**src/rtl/lsu_rmw_if.sv**
```systemverilog
// Request/response and dmem bus bundle for the read-modify-write load/store unit.
// master = processor + dmem side, slave = the LSU itself.
interface lsu_rmw_if #(
    parameter int unsigned ADDR_W = 32
);
    localparam int unsigned DATA_W = 32;
    localparam int unsigned MASK_W = DATA_W / 8;

    logic                ip_req_valid;
    logic                op_req_ready;
    logic                ip_req_wr;
    logic [1:0]          ip_req_size;
    logic                ip_req_unsigned;
    logic [ADDR_W-1:0]   ip_req_addr;
    logic [DATA_W-1:0]   ip_req_wdata;

    logic                op_resp_valid;
    logic [DATA_W-1:0]   op_resp_rdata;
    logic                op_resp_err;

    logic [ADDR_W-1:0]   op_data_addr;
    logic                op_data_rd;
    logic                ip_data_valid;
    logic [DATA_W-1:0]   ip_data_from_dmem;
    logic                op_data_wr;
    logic [MASK_W-1:0]   op_data_mask;
    logic [DATA_W-1:0]   op_data_to_dmem;

    modport master (
        output ip_req_valid, ip_req_wr, ip_req_size, ip_req_unsigned, ip_req_addr, ip_req_wdata,
        output ip_data_valid, ip_data_from_dmem,
        input  op_req_ready, op_resp_valid, op_resp_rdata, op_resp_err,
        input  op_data_addr, op_data_rd, op_data_wr, op_data_mask, op_data_to_dmem
    );

    modport slave (
        input  ip_req_valid, ip_req_wr, ip_req_size, ip_req_unsigned, ip_req_addr, ip_req_wdata,
        input  ip_data_valid, ip_data_from_dmem,
        output op_req_ready, op_resp_valid, op_resp_rdata, op_resp_err,
        output op_data_addr, op_data_rd, op_data_wr, op_data_mask, op_data_to_dmem
    );
endinterface

```
**src/rtl/lsu_rmw.sv**
```systemverilog
// Load/store unit in front of a word-only dmem: extends loads, turns sub-word
// stores into read-modify-write, and rejects misaligned or illegal-size requests.
module lsu_rmw #(
    parameter int unsigned ADDR_W = 32
) (
    input logic      clk,
    input logic      rst,
    lsu_rmw_if.slave bus
);
    localparam int unsigned DATA_W = 32;
    localparam int unsigned MASK_W = DATA_W / 8;
    localparam int unsigned LANE_W = 2;
    localparam int unsigned HALF_W = 16;

    localparam logic [1:0] SZ_B = 2'd0;
    localparam logic [1:0] SZ_H = 2'd1;
    localparam logic [1:0] SZ_W = 2'd2;

    typedef enum logic [1:0] {
        IDLE = 2'd0,
        RD   = 2'd1,
        WR   = 2'd2,
        RESP = 2'd3
    } state_e;

    state_e state_q, state_d;

    // captured request
    logic              wr_q, wr_d;
    logic [1:0]        size_q, size_d;
    logic              unsigned_q, unsigned_d;
    logic [LANE_W-1:0] lane_q, lane_d;
    logic [HALF_W-1:0] wdata_q, wdata_d;

    // output registers
    logic              ready_q, ready_d;
    logic              resp_valid_q, resp_valid_d;
    logic [DATA_W-1:0] rdata_q, rdata_d;
    logic              err_q, err_d;
    logic [ADDR_W-1:0] data_addr_q, data_addr_d;
    logic              data_rd_q, data_rd_d;
    logic              data_wr_q, data_wr_d;
    logic [MASK_W-1:0] mask_q, mask_d;
    logic [DATA_W-1:0] to_dmem_q, to_dmem_d;

    logic accept_c;
    logic misalign_c;
    logic word_store_c;

    function automatic logic [DATA_W-1:0] extend_load(
        input logic [DATA_W-1:0] word,
        input logic [1:0]        size,
        input logic [LANE_W-1:0] lane,
        input logic              uns
    );
        logic [7:0]        b;
        logic [HALF_W-1:0] h;
        b = word[{lane, 3'b000} +: 8];
        h = lane[1] ? word[31:16] : word[15:0];
        case (size)
            SZ_B:    extend_load = uns ? {24'b0, b} : {{24{b[7]}}, b};
            SZ_H:    extend_load = uns ? {16'b0, h} : {{16{h[15]}}, h};
            default: extend_load = word;
        endcase
    endfunction

    function automatic logic [MASK_W-1:0] lane_mask(
        input logic [1:0]        size,
        input logic [LANE_W-1:0] lane
    );
        case (size)
            SZ_B:    lane_mask = MASK_W'(1) << lane;
            SZ_H:    lane_mask = MASK_W'(3) << lane;
            default: lane_mask = '1;
        endcase
    endfunction

    // Overlay the store bytes on the word read back from dmem.
    function automatic logic [DATA_W-1:0] merge_word(
        input logic [DATA_W-1:0] word,
        input logic [HALF_W-1:0] wdata,
        input logic [1:0]        size,
        input logic [MASK_W-1:0] mask
    );
        merge_word = word;
        for (int i = 0; i < int'(MASK_W); i++) begin
            if (mask[i]) begin
                merge_word[i*8 +: 8] = (size == SZ_H) ? wdata[(i % 2)*8 +: 8] : wdata[7:0];
            end
        end
    endfunction

    assign accept_c     = (state_q == IDLE) && bus.ip_req_valid;
    assign word_store_c = bus.ip_req_wr && (bus.ip_req_size == SZ_W);

    always_comb begin
        misalign_c = 1'b0;
        case (bus.ip_req_size)
            SZ_B:    misalign_c = 1'b0;
            SZ_H:    misalign_c = bus.ip_req_addr[0];
            SZ_W:    misalign_c = |bus.ip_req_addr[1:0];
            default: misalign_c = 1'b1;
        endcase
    end

    // State register
    always_ff @(posedge clk or posedge rst) begin
        if (rst) begin
            state_q <= IDLE;
        end else begin
            state_q <= state_d;
        end
    end

    // Next-state logic
    always_comb begin
        state_d = state_q;
        case (state_q)
            IDLE: begin
                if (bus.ip_req_valid) begin
                    if (misalign_c)        state_d = RESP;
                    else if (word_store_c) state_d = WR;
                    else                   state_d = RD;
                end
            end
            RD: begin
                if (bus.ip_data_valid) state_d = wr_q ? WR : RESP;
            end
            WR:      state_d = RESP;
            RESP:    state_d = IDLE;
            default: state_d = IDLE;
        endcase
    end

    // Output and capture logic; outputs are registered from the next state.
    always_comb begin
        wr_d         = wr_q;
        size_d       = size_q;
        unsigned_d   = unsigned_q;
        lane_d       = lane_q;
        wdata_d      = wdata_q;
        ready_d      = (state_d == IDLE);
        resp_valid_d = (state_d == RESP);
        data_rd_d    = (state_d == RD);
        data_wr_d    = (state_d == WR);
        rdata_d      = '0;
        err_d        = 1'b0;
        mask_d       = '0;
        to_dmem_d    = '0;
        data_addr_d  = data_addr_q;

        case (state_q)
            IDLE: begin
                if (accept_c) begin
                    wr_d       = bus.ip_req_wr;
                    size_d     = bus.ip_req_size;
                    unsigned_d = bus.ip_req_unsigned;
                    lane_d     = bus.ip_req_addr[LANE_W-1:0];
                    wdata_d    = bus.ip_req_wdata[HALF_W-1:0];
                    err_d      = misalign_c;
                    if (!misalign_c) begin
                        data_addr_d = ADDR_W'(bus.ip_req_addr >> 2);
                    end
                    if (!misalign_c && word_store_c) begin
                        to_dmem_d = bus.ip_req_wdata;
                        mask_d    = '1;
                    end
                end
            end
            RD: begin
                if (bus.ip_data_valid) begin
                    if (wr_q) begin
                        mask_d    = lane_mask(size_q, lane_q);
                        to_dmem_d = merge_word(bus.ip_data_from_dmem, wdata_q, size_q,
                                               lane_mask(size_q, lane_q));
                    end else begin
                        rdata_d = extend_load(bus.ip_data_from_dmem, size_q, lane_q, unsigned_q);
                    end
                end
            end
            default: ;
        endcase
    end

    always_ff @(posedge clk or posedge rst) begin
        if (rst) begin
            wr_q         <= 1'b0;
            size_q       <= '0;
            unsigned_q   <= 1'b0;
            lane_q       <= '0;
            wdata_q      <= '0;
            ready_q      <= 1'b1;
            resp_valid_q <= 1'b0;
            rdata_q      <= '0;
            err_q        <= 1'b0;
            data_addr_q  <= '0;
            data_rd_q    <= 1'b0;
            data_wr_q    <= 1'b0;
            mask_q       <= '0;
            to_dmem_q    <= '0;
        end else begin
            wr_q         <= wr_d;
            size_q       <= size_d;
            unsigned_q   <= unsigned_d;
            lane_q       <= lane_d;
            wdata_q      <= wdata_d;
            ready_q      <= ready_d;
            resp_valid_q <= resp_valid_d;
            rdata_q      <= rdata_d;
            err_q        <= err_d;
            data_addr_q  <= data_addr_d;
            data_rd_q    <= data_rd_d;
            data_wr_q    <= data_wr_d;
            mask_q       <= mask_d;
            to_dmem_q    <= to_dmem_d;
        end
    end

    assign bus.op_req_ready    = ready_q;
    assign bus.op_resp_valid   = resp_valid_q;
    assign bus.op_resp_rdata   = rdata_q;
    assign bus.op_resp_err     = err_q;
    assign bus.op_data_addr    = data_addr_q;
    assign bus.op_data_rd      = data_rd_q;
    assign bus.op_data_wr      = data_wr_q;
    assign bus.op_data_mask    = mask_q;
    assign bus.op_data_to_dmem = to_dmem_q;

endmodule

```
**src/flat_wrapper.sv**
```systemverilog
// flat-port wrapper written by rule: the top's interface ports become plain ports
module lsu_rmw_flat 
#(
    parameter int unsigned ADDR_W = 32
)
  (clk, rst, bus_ip_req_valid, bus_ip_req_wr, bus_ip_req_size, bus_ip_req_unsigned, bus_ip_req_addr, bus_ip_req_wdata, bus_ip_data_valid, bus_ip_data_from_dmem, bus_op_req_ready, bus_op_resp_valid, bus_op_resp_rdata, bus_op_resp_err, bus_op_data_addr, bus_op_data_rd, bus_op_data_wr, bus_op_data_mask, bus_op_data_to_dmem);
  lsu_rmw_if #(.ADDR_W(ADDR_W)) bus_i ();
  input logic clk;
  input logic rst;
  input wire logic [$bits(bus_i.ip_req_valid)-1:0] bus_ip_req_valid;
  input wire logic [$bits(bus_i.ip_req_wr)-1:0] bus_ip_req_wr;
  input wire logic [$bits(bus_i.ip_req_size)-1:0] bus_ip_req_size;
  input wire logic [$bits(bus_i.ip_req_unsigned)-1:0] bus_ip_req_unsigned;
  input wire logic [$bits(bus_i.ip_req_addr)-1:0] bus_ip_req_addr;
  input wire logic [$bits(bus_i.ip_req_wdata)-1:0] bus_ip_req_wdata;
  input wire logic [$bits(bus_i.ip_data_valid)-1:0] bus_ip_data_valid;
  input wire logic [$bits(bus_i.ip_data_from_dmem)-1:0] bus_ip_data_from_dmem;
  output wire logic [$bits(bus_i.op_req_ready)-1:0] bus_op_req_ready;
  output wire logic [$bits(bus_i.op_resp_valid)-1:0] bus_op_resp_valid;
  output wire logic [$bits(bus_i.op_resp_rdata)-1:0] bus_op_resp_rdata;
  output wire logic [$bits(bus_i.op_resp_err)-1:0] bus_op_resp_err;
  output wire logic [$bits(bus_i.op_data_addr)-1:0] bus_op_data_addr;
  output wire logic [$bits(bus_i.op_data_rd)-1:0] bus_op_data_rd;
  output wire logic [$bits(bus_i.op_data_wr)-1:0] bus_op_data_wr;
  output wire logic [$bits(bus_i.op_data_mask)-1:0] bus_op_data_mask;
  output wire logic [$bits(bus_i.op_data_to_dmem)-1:0] bus_op_data_to_dmem;
  assign bus_i.ip_req_valid = bus_ip_req_valid;
  assign bus_i.ip_req_wr = bus_ip_req_wr;
  assign bus_i.ip_req_size = bus_ip_req_size;
  assign bus_i.ip_req_unsigned = bus_ip_req_unsigned;
  assign bus_i.ip_req_addr = bus_ip_req_addr;
  assign bus_i.ip_req_wdata = bus_ip_req_wdata;
  assign bus_i.ip_data_valid = bus_ip_data_valid;
  assign bus_i.ip_data_from_dmem = bus_ip_data_from_dmem;
  assign bus_op_req_ready = bus_i.op_req_ready;
  assign bus_op_resp_valid = bus_i.op_resp_valid;
  assign bus_op_resp_rdata = bus_i.op_resp_rdata;
  assign bus_op_resp_err = bus_i.op_resp_err;
  assign bus_op_data_addr = bus_i.op_data_addr;
  assign bus_op_data_rd = bus_i.op_data_rd;
  assign bus_op_data_wr = bus_i.op_data_wr;
  assign bus_op_data_mask = bus_i.op_data_mask;
  assign bus_op_data_to_dmem = bus_i.op_data_to_dmem;
  lsu_rmw #(.ADDR_W(ADDR_W)) u_core (.clk(clk), .rst(rst), .bus(bus_i));
endmodule
```
**config.mk**
```make
export PLATFORM = sky130hd
export DESIGN_NAME = lsu_rmw_flat
export DESIGN_NICKNAME = d
export VERILOG_FILES = /design/src/rtl/lsu_rmw_if.sv /design/src/rtl/lsu_rmw.sv /design/src/flat_wrapper.sv
export SDC_FILE = /design/constraint.sdc
export NUM_CORES = 1
export LEC_CHECK = 0
export ABC_AREA = 1
export ABC_CLOCK_PERIOD_IN_PS = 7940
export CORE_UTILIZATION = 44
export DETAILED_ROUTE_END_ITERATION = 10
export PLACE_DENSITY = 0.86
export SYNTH_ARGS = -nofsm -noshare
export SYNTH_HDL_FRONTEND = slang
export SYNTH_SLANG_ARGS = --single-unit
```
**constraint.sdc**
```tcl
create_clock -name clk -period 7.94 [get_ports clk]
set_input_delay 1.191 -clock clk [delete_from_list [all_inputs] [get_ports clk]]
set_output_delay 1.191 -clock clk [all_outputs]
set_load 0.03 [all_outputs]
```
==> qor.yml, run 1 <==
status: "complete, no violations"
worstMarginPinSlew_ps: 1010
cts_setup_buffers: 0
p_per_area_nw_per_um2: 375
synthCells: 673
row_count: 41
setup_viol: 0
seq_area_sq_um: 3180
drive_gt1_share_pct: 8.30
cp-end-kind: "flop"
cts_resized: 0
first_pass_iters: 7
final_area_sq_um: 8500
wire_per_inst_um: 17.6
power_leakage_nw: 4.02
fill_cells: 965
fin_skew_ps: 8.22
die_area_sq_um: 13700
synth_seq_area_share_pct: 54.7
fin_setup_tns_ps: 0
grt_pass1_wl_mm: 28.2
yosys.area.top_type: "dfrtp_1"
synth_most_common_cell: "nand2_1"
worst_slew_margin_rel_pct: 32.5
max_clock_freq_ghz: 0.302
ant_nets: 0
clock-sinks: 127
vias_per_cell: 5.31
n_antenna_cell: 0
placed_area_sq_um: 7890
synth_warnings: 0
multi_input_area_sq_um: 2180
cts_root_buffer: "clkbuf_16"
ctsHtreeMaxLevel: 4
antenna_found_initial: 0
period_share_pct: 41.7
synth_common_cells: "nand2_1 (181), dfrtp_1 (126), o21ai_0 (73)"
yosys.area.top_type_share_pct: 54.3
synth_edf_count: 0
vdd_ir_drop_max_mv: 0.189
critPathKind: "in -> reg"
max-clock-path-buffers: 2
avgSynthCellArea_sq_um: 8.64
cts_hold_buf: 0
grt_overflow: 0
clock_latency_ps: 430
grt_setup_unrepaired: "false"
ys_ff_latch: 127
cts_tree: "done"
port_buffers: 206
fin_util_pct: 66.6
yosys-top-cells-area: "dfrtp_1 (54%), nand2_1 (12%), o21ai_0 (6.3%)"
route.vias.total: 5581
syn-cell-area_sq_um: 5810
period_needed_ps: 3310
gp_congestion: 0.911
grt_pass1_vias: 5389
num-nets-final: 970
worstPathMaxFanout: 48
ys_types: 34
drv_cap: 0
yosys_most_used_dff: "dfrtp_1"
critPathLaunchType: "input port"
area_delta_synth_final_pct: 46.3
wirelength_mm: 18.5
cp.arrival_ps: 3630
hold_viol_final: 0
numCtsBuffers: 17
critPathRequiredTime_ps: 8250
worstHoldPathType: "reg -> reg"
grt_max_degree: 66
clk_pin_slew_ps: 60
core_area_sq_um: 12800
drv_slew: 0
drc_errors: 0
grt_usage_pct: 28.1
ioPinCount: 209
drtIter0Drc: 634
hpwl_mm: 13.0
start_util_pct: 45.5
async_reset_ff_share_pct: 100
die_y_um: 117
die_x_um: 117
==> per-stage QoR <==
step,hold WS [ps],cells,setup WS (ps),power (mW)
global placement,454,1019,4340,2.33
global route,482,1051,4420,3.36
finish,471,1051,4630,3.19
floorplan,448,674,3370,1.89
CTS,472,1051,4650,3.18
detailed placement,459,1019,4220,2.36
==> power by group <==
group | internal (mW) | switching [mW] | total (mW)
Clock | 0.497 | 0.308 | 0.805
Combinational | 0.493 | 0.925 | 1.42
Sequential | 0.843 | 0.126 | 0.969
Total | 1.83 | 1.36 | 3.19
==> layout make-up <==
cell class | instances | share of cell area, %
clock buffers | 17 | 5.00
clock inverters | 15 | 2.19
inverters | 57 | 2.60
multi-input cells | 453 | 25.7
flip-flops and latches | 127 | 37.4
well taps | 172 | 2.53
repair buffers | 210 | 24.6
==> layout by cell type (no fill, tap or decap), types with 11 or more instances in the layout <==
cell type | Yosys | routed
a21oi_1 | 25 | 25
clkbuf_16 | 0 | 17
clkdlybuf4s50_1 | 0 | 206
dfrtp_1 | 126 | 126
inv_1 | 49 | 48
nand2_1 | 181 | 181
nand3_1 | 49 | 49
nor2_1 | 57 | 57
o21ai_0 | 73 | 73
o22ai_1 | 11 | 11
==> routing by layer <==
metal | up-vias | share of wire, % | routed length [um] | track usage [%]
met3 | 52 | 8.5 | 1570 | 6.95
met5 | - | 0 | 0 | 0
li1 | 2568 | - | - | -
met4 | 0 | 3.3 | 601 | 12.2
met1 | 2653 | 40 | 7310 | 36.8
met2 | 308 | 49 | 8990 | 44.6
==> sequential cells by signal (all words and copies together) (netlist names), 2 cells and up <==
register                    cells
u_core.size_q                   2
u_core.bus.op_data_mask         4
u_core.state_q                  2
u_core.wdata_q                 16
u_core.bus.op_data_to_dmem     32
u_core.bus.op_data_addr        30
u_core.bus.op_resp_rdata       32
u_core.lane_q                   2
==> path summary, 6_finish.rpt <==
kind / slack [ps] / endpoint / startpoint / depth (start not counted)
max in group asynchronous: 5370 / u_core.bus.op_data_to_dmem[23] / rst / 3
min in group asynchronous: 1280 / u_core.bus.op_data_addr[22] / rst / 2
worst max register to register: 5360 / u_core.bus.op_data_addr[29] / u_core.state_q[1] / 8
worst max-delay path: 4630 / u_core.bus.op_data_addr[29] / bus_ip_req_valid / 8
worst min-delay path: 470 / u_core.bus.op_data_addr[9] / u_core.bus.op_data_addr[9] / 2
worst min register to register: 470 / u_core.bus.op_data_addr[9] / u_core.bus.op_data_addr[9] / 2
==> kinds of logic after synthesis <==
kind of cell	Yosys count	share of synthesized area [%]
AND/OR/NAND/NOR	318	24.2
AO/OA/AOI/OAI	133	13.3
flip-flops	127	54.7
buffers and inverters	94	7.79
other	1	0.0645
==> worst max-delay path: stages <==
cell and delay [ps]:
clkdlybuf4s50_1 460, nand3_1 80, buf_4 260, inv_1 210
buf_4 380, nand2_1 690, nand2_1 260, nand2_1 70
(Power assumes the default switching activity.)
==> inputs of run 2 (changes only) <==
ABC_CLOCK_PERIOD_IN_PS = 2970   (was 7940)
CORE_UTILIZATION = 41   (was 44)
PLACE_DENSITY = 0.84   (was 0.86)
clock period = 2.97 ns   (was 7.94 ns; I/O delays follow)
==> qor.yml, run 2 (synthesis results as in run 1) <==
clk_pin_slew_ps: 50  # was 60 ps
clock-sinks: 127  # unchanged
die_y_um: 121  # was 117 um
period_needed_ps: 2090
status: "complete, no violations"  # unchanged
wire_per_inst_um: 16.9  # was 17.6 um
worst_path_max_delay_cell: "dfrtp_1"  # was nand2_1
critPathKind: "reg -> reg"  # was in -> reg
hpwl_mm: 13.1  # was 13.0 mm
hold_viol_final: 0  # unchanged
antenna_found_initial: 0  # unchanged
comb_power_share_pct: 44.8  # was 44.4%
start_util_pct: 41.9  # was 45.5%
vias_per_cell: 5.11  # was 5.31
max-clock-path-buffers: 2  # unchanged
die_area_sq_um: 14700  # was 13700 sq um
area_delta_synth_final_pct: 47.0  # was 46.3%
core_area_sq_um: 13900  # was 12800 sq um
switchingPower_mw: 3.49  # was 1.36 mW
clockPowerShare_pct: 25.0  # was 25.2%
row_count: 43  # was 41
p_int_mw: 4.99  # was 1.83 mW
final_common_cell: "clkdlybuf4s50_1"  # unchanged
n_antenna_cell: 0  # unchanged
worst_hold_slack_ps: 470  # was 471 ps
critPathRequiredTime_ps: 3240  # was 8250 ps
first_pass_iters: 5  # was 7
port_buffers: 206  # unchanged
cts_resized: 0  # unchanged
critPathBufInv: 1  # was 4
cts_tree: "done"  # unchanged
worstMarginPinSlew_ps: 665  # was 1010 ps
grt_pass1_wl_mm: 27.5  # was 28.2 mm
p_per_area_nw_per_um2: 993  # was 375 nW/um^2
worstPathMaxFanout: 22  # was 48
crit_path_frequent_cell: "o21ai_0"  # was nand2_1
numCtsBuffers: 17  # unchanged
gp_congestion: 0.884  # was 0.911
layout_common_cells: "clkdlybuf4s50_1 (206), nand2_1 (181), dfrtp_1 (126)"  # unchanged
worstHoldPathType: "reg -> reg"  # unchanged
clock_latency_ps: 410  # was 430 ps
route.vias.total: 5422  # was 5581
grt_setup_unrepaired: "false"  # unchanged
fin_skew_ps: 9.72  # was 8.22 ps
crit_chain: "inv_2, nand2_2, o21ai_0, a21oi_1, o21ai_0, o21ai_0"  # was clkdlybuf4s50_1, nand3_1, buf_4, inv_1, buf_4, nand2_1, nand2_1, nand2_1
vdd_ir_drop_max_mv: 0.471  # was 0.189 mV
seqPwrFrac_pct: 30.2  # was 30.3%
drtIter0Drc: 430  # was 634
wirelength_mm: 17.9  # was 18.5 mm
power_leakage_nw: 4.05  # was 4.02 nW
cts_root_buffer: "clkbuf_16"  # unchanged
num-nets-final: 973  # was 970
ctsHtreeMaxLevel: 4  # unchanged
critPathTopFamily: "compound AO/OA/AOI/OAI gates"  # was buffers and inverters
period_share_pct: 70.5
drc_errors: 0  # unchanged
cp-end-kind: "flop"  # unchanged
grt_pass1_vias: 5218  # was 5389
grt_max_degree: 75  # was 66
switching_share_pct: 41.1  # was 42.6%
drv_slew: 0  # unchanged
ant_nets: 0  # unchanged
cp.arrival_ps: 2360  # was 3630 ps
grt_overflow: 0  # unchanged
setup_viol: 0  # unchanged
slowest_delay_ps: 470  # was 690 ps
fill_cells: 1161  # was 965
grt_usage_pct: 24.8  # was 28.1%
worst_slew_margin_rel_pct: 55.6  # was 32.5%
max_clock_freq_ghz: 0.478
fin_setup_tns_ps: 0  # unchanged
ioPinCount: 209  # unchanged
critPathLaunchType: "flop"  # was input port
cts_setup_buffers: 0  # unchanged
drv_cap: 0  # unchanged
cts_hold_buf: 0  # unchanged
die_x_um: 121  # was 117 um
drive_gt1_share_pct: 8.05  # was 8.30%
-- run 2: changes by cell type in the layout (fill, tap and decap cells not counted), sizes merged --
cell,delta
clkinv,-1
clkinvlp,-3
inv,-5
buf,+3
clkbuf,+9
-- run 2: per-stage QoR --
step | setup slack [ps] | power (mW) | utilization (%) | std cells | area, sq um
floorplan | 958 | 5.06 | - | 674 | 5820
global placement | 544 | 6.23 | 57.2 | 1030 | 7940
detailed placement | 472 | 6.34 | 57.2 | 1030 | 7940
CTS | 892 | 8.47 | 61.5 | 1062 | 8540
global route | 702 | 8.92 | 61.5 | 1062 | 8540
finish | 877 | 8.48 | 61.5 | 1062 | 8540
-- run 2: per-layer routing --
layer / routed length (um) / vias to the layer above / global-route usage, %
li1: - / 2569 / -
met1: 7440 / 2556 / 32.3
met2: 8480 / 245 / 38.7
met3: 1310 / 52 / 5.92
met4: 701 / 0 / 12.2
met5: 0 / - / 0
-- run 2: final timing paths --
path                                              from                              to  slack [ps]  cells past startpoint
setup / recovery                      u_core.size_q[1]  u_core.bus.op_data_to_dmem[14]         880                      6
hold / removal             u_core.bus.op_data_addr[29]     u_core.bus.op_data_addr[29]         470                      2
setup reg to reg                      u_core.size_q[1]  u_core.bus.op_data_to_dmem[14]         880                      6
hold reg to reg            u_core.bus.op_data_addr[29]     u_core.bus.op_data_addr[29]         470                      2
max in group asynchronous                          rst    u_core.bus.op_resp_rdata[11]        1890                      3
min in group asynchronous                          rst  u_core.bus.op_data_to_dmem[21]         500                      3
-- run 2: power groups by stage --
stage	Combinational, mW	Sequential [mW]	Clock (mW)
5_1_grt	4.10	2.62	2.21
3_3_place_gp	3.67	2.56	0
2_1_floorplan	1.81	3.26	0
4_1_cts	3.78	2.56	2.13
6_report	3.80	2.56	2.12
3_5_place_dp	3.76	2.58	0
-- run 2: layout make-up --
| type | instances | area, sq um | share of cell area [%] |
|---|---|---|---|
| Clock inverter | 6 | 105 | 1.23 |
| Inverter | 57 | 223 | 2.61 |
| Multi-Input combinational cell | 453 | 2180 | 25.6 |
| Sequential cell | 127 | 3180 | 37.2 |
| Tap cell | 180 | 225 | 2.64 |
| Timing Repair Buffer | 213 | 2130 | 24.9 |
| Clock buffer | 26 | 499 | 5.84 |
-- run 2: worst register-to-register path: cells and delay by family (launching register included) --
kind | cells | cell delay (ps)
flops | 1 | 470
compound gates | 4 | 750
buf+inv | 1 | 390
simple gates | 1 | 340
==> inputs of run 3 (changes only) <==
ABC_CLOCK_PERIOD_IN_PS = 1900   (was 2970)
clock period = 1.9 ns   (was 2.97 ns; I/O delays follow)
==> qor.yml, run 3 (synthesis results as in run 1) <==
critPathKind: "reg -> out"  # was reg -> reg
path_depth: 1  # was 6
vdd_ir_drop_max_mv: 0.775  # was 0.471 mV
layout_common_cells: "clkdlybuf4s50_1 (205), nand2_1 (181), dfrtp_1 (126)"  # was clkdlybuf4s50_1 (206), nand2_1 (181), dfrtp_1 (126)
critPathBufInv: 1  # unchanged
core_area_sq_um: 13900  # unchanged
numCtsBuffers: 17  # unchanged
row_count: 43  # unchanged
grt_usage_pct: 25.9  # was 24.8%
postLayoutSetupSlackWorst_ps: 139  # was 877 ps
crit_end: "bus_op_data_addr[9]"  # was u_core.bus.op_data_to_dmem[14]
die_y_um: 121  # unchanged
worst_path_max_delay_cell: "clkdlybuf4s50_1"  # was dfrtp_1
critPathTopFamily: "buffers and inverters"  # was compound AO/OA/AOI/OAI gates
drtIter0Drc: 528  # was 430
cts_hold_buf: 0  # unchanged
clock_latency_ps: 420  # was 410 ps
gp_congestion: 0.911  # was 0.884
start_util_pct: 41.9  # unchanged
critPathRequiredTime_ps: 1620  # was 3240 ps
power.total_mw: 13.3  # was 8.48 mW
max-clock-path-buffers: 2  # unchanged
drv_cap: 0  # unchanged
seq_area_sq_um: 3180  # unchanged
clock-sinks: 127  # unchanged
max_clock_freq_ghz: 0.568
antenna_found_initial: 0  # unchanged
r2r_start: "u_core.size_q[1]"  # unchanged
setup_viol: 0  # unchanged
worstMarginPinSlew_ps: 511  # was 665 ps
critPathLaunchType: "flop"  # unchanged
n_antenna_cell: 0  # unchanged
slowest_delay_ps: 710  # was 470 ps
power_leakage_nw: 4.12  # was 4.05 nW
crit_chain: "clkdlybuf4s50_1"  # was inv_2, nand2_2, o21ai_0, a21oi_1, o21ai_0, o21ai_0
final_common_cell: "clkdlybuf4s50_1"  # unchanged
route.vias.total: 5565  # was 5422
drive_gt1_share_pct: 8.98  # was 8.05%
r2r_end: "u_core.bus.op_resp_rdata[7]"  # was u_core.bus.op_data_to_dmem[14]
cp-startpoint: "u_core.bus.op_data_addr[9]"  # was u_core.size_q[1]
grt_pass1_vias: 5549  # was 5218
multi_input_area_sq_um: 2180  # unchanged
cts_tree: "done"  # unchanged
drc_errors: 0  # unchanged
drv_slew: 0  # unchanged
num-nets-final: 983  # was 973
cp-end-kind: "primary output"  # was flop
hpwl_mm: 13.3  # was 13.1 mm
ctsHtreeMaxLevel: 4  # unchanged
cp.arrival_ps: 1480  # was 2360 ps
wire_per_inst_um: 17.0  # was 16.9 um
port_buffers: 206  # unchanged
ant_nets: 0  # unchanged
worstPathMaxFanout: 2  # was 22
r2r_slack_ps: 160  # was 880 ps
cts_setup_buffers: 0  # unchanged
period_share_pct: 92.7
vias_per_cell: 5.20  # was 5.11
period_needed_ps: 1760
clk_pin_slew_ps: 60  # was 50 ps
grt_pass1_wl_mm: 28.6  # was 27.5 mm
status: "complete, no violations"  # unchanged
pre_cts_ws_ps: 96.8  # was 472 ps
ioPinCount: 209  # unchanged
grt_overflow: 0  # unchanged
grt_setup_unrepaired: "false"  # unchanged
grt_max_degree: 93  # was 75
worstHoldPathType: "in -> async"  # was reg -> reg
area_delta_synth_final_pct: 48.6  # was 47.0%
die_area_sq_um: 14700  # unchanged
rr_worst_depth: 7  # was 6
cts_root_buffer: "clkbuf_16"  # unchanged
first_pass_iters: 7  # was 5
cts_resized: 0  # unchanged
placed_area_sq_um: 8050  # was 7940 sq um
p_per_area_nw_per_um2: 1540  # was 993 nW/um^2
fin_setup_tns_ps: 0  # unchanged
die_x_um: 121  # unchanged
fill_cells: 1126  # was 1161
wirelength_mm: 18.2  # was 17.9 mm
hold_viol_final: 0  # unchanged
final_area_sq_um: 8630  # was 8540 sq um
worst_slew_margin_rel_pct: 65.9  # was 55.6%
fin_skew_ps: 7.37  # was 9.72 ps
==> run 3: changes by cell type in the layout (fill, tap and decap cells not counted) <==
cell,change
buf_12,+3
buf_4,+7
clkbuf_8,-2
clkdlybuf4s50_1,-1
clkinv_2,+1
dlymetal6s2s_1,+1
==> run 3: power breakdown <==
group / internal, mW / switching [mW]
Combinational: 2.17 / 3.89
Clock: 2.11 / 1.12
Sequential: 3.53 / 0.450
Total: 7.81 / 5.46
==> run 3: how the worst min path moves through the flow <==
| stage | from | to | depth (start not counted) |
|---|---|---|---|
| finish | rst | u_core.bus.op_resp_rdata[19] | 3 |
| global route | rst | u_core.bus.op_resp_rdata[19] | 3 |
| CTS | rst | u_core.bus.op_data_addr[15] | 3 |
| detailed placement | u_core.bus.op_data_addr[10] | u_core.bus.op_data_addr[10] | 2 |
| global placement | u_core.bus.op_data_addr[0] | u_core.bus.op_data_addr[0] | 2 |
| floorplan | bus_ip_req_unsigned | u_core.unsigned_q | 2 |
==> run 3: area by class of cell <==
class,instances,share of cell area [%]
Sequential cell,127,36.8
Timing Repair Buffer,223,26.0
Multi-Input combinational cell,453,25.3
Clock buffer,24,5.46
Tap cell,180,2.61
Inverter,57,2.58
Clock inverter,7,1.28
==> run 3: through the flow <==
stage               hold WS, ps  util (%)  std cells
floorplan                   406         -        674
global placement            453      58.0       1040
detailed placement          458      58.0       1040
CTS                         383      62.2       1071
global route                424      62.2       1071
finish                      341      62.2       1071
==> run 3: per-layer routing <==
metal	routed length, um	GRT usage (%)
met1	7420	32.1
met2	8530	40.7
met3	1390	6.95
met4	862	15.1
met5	0	0
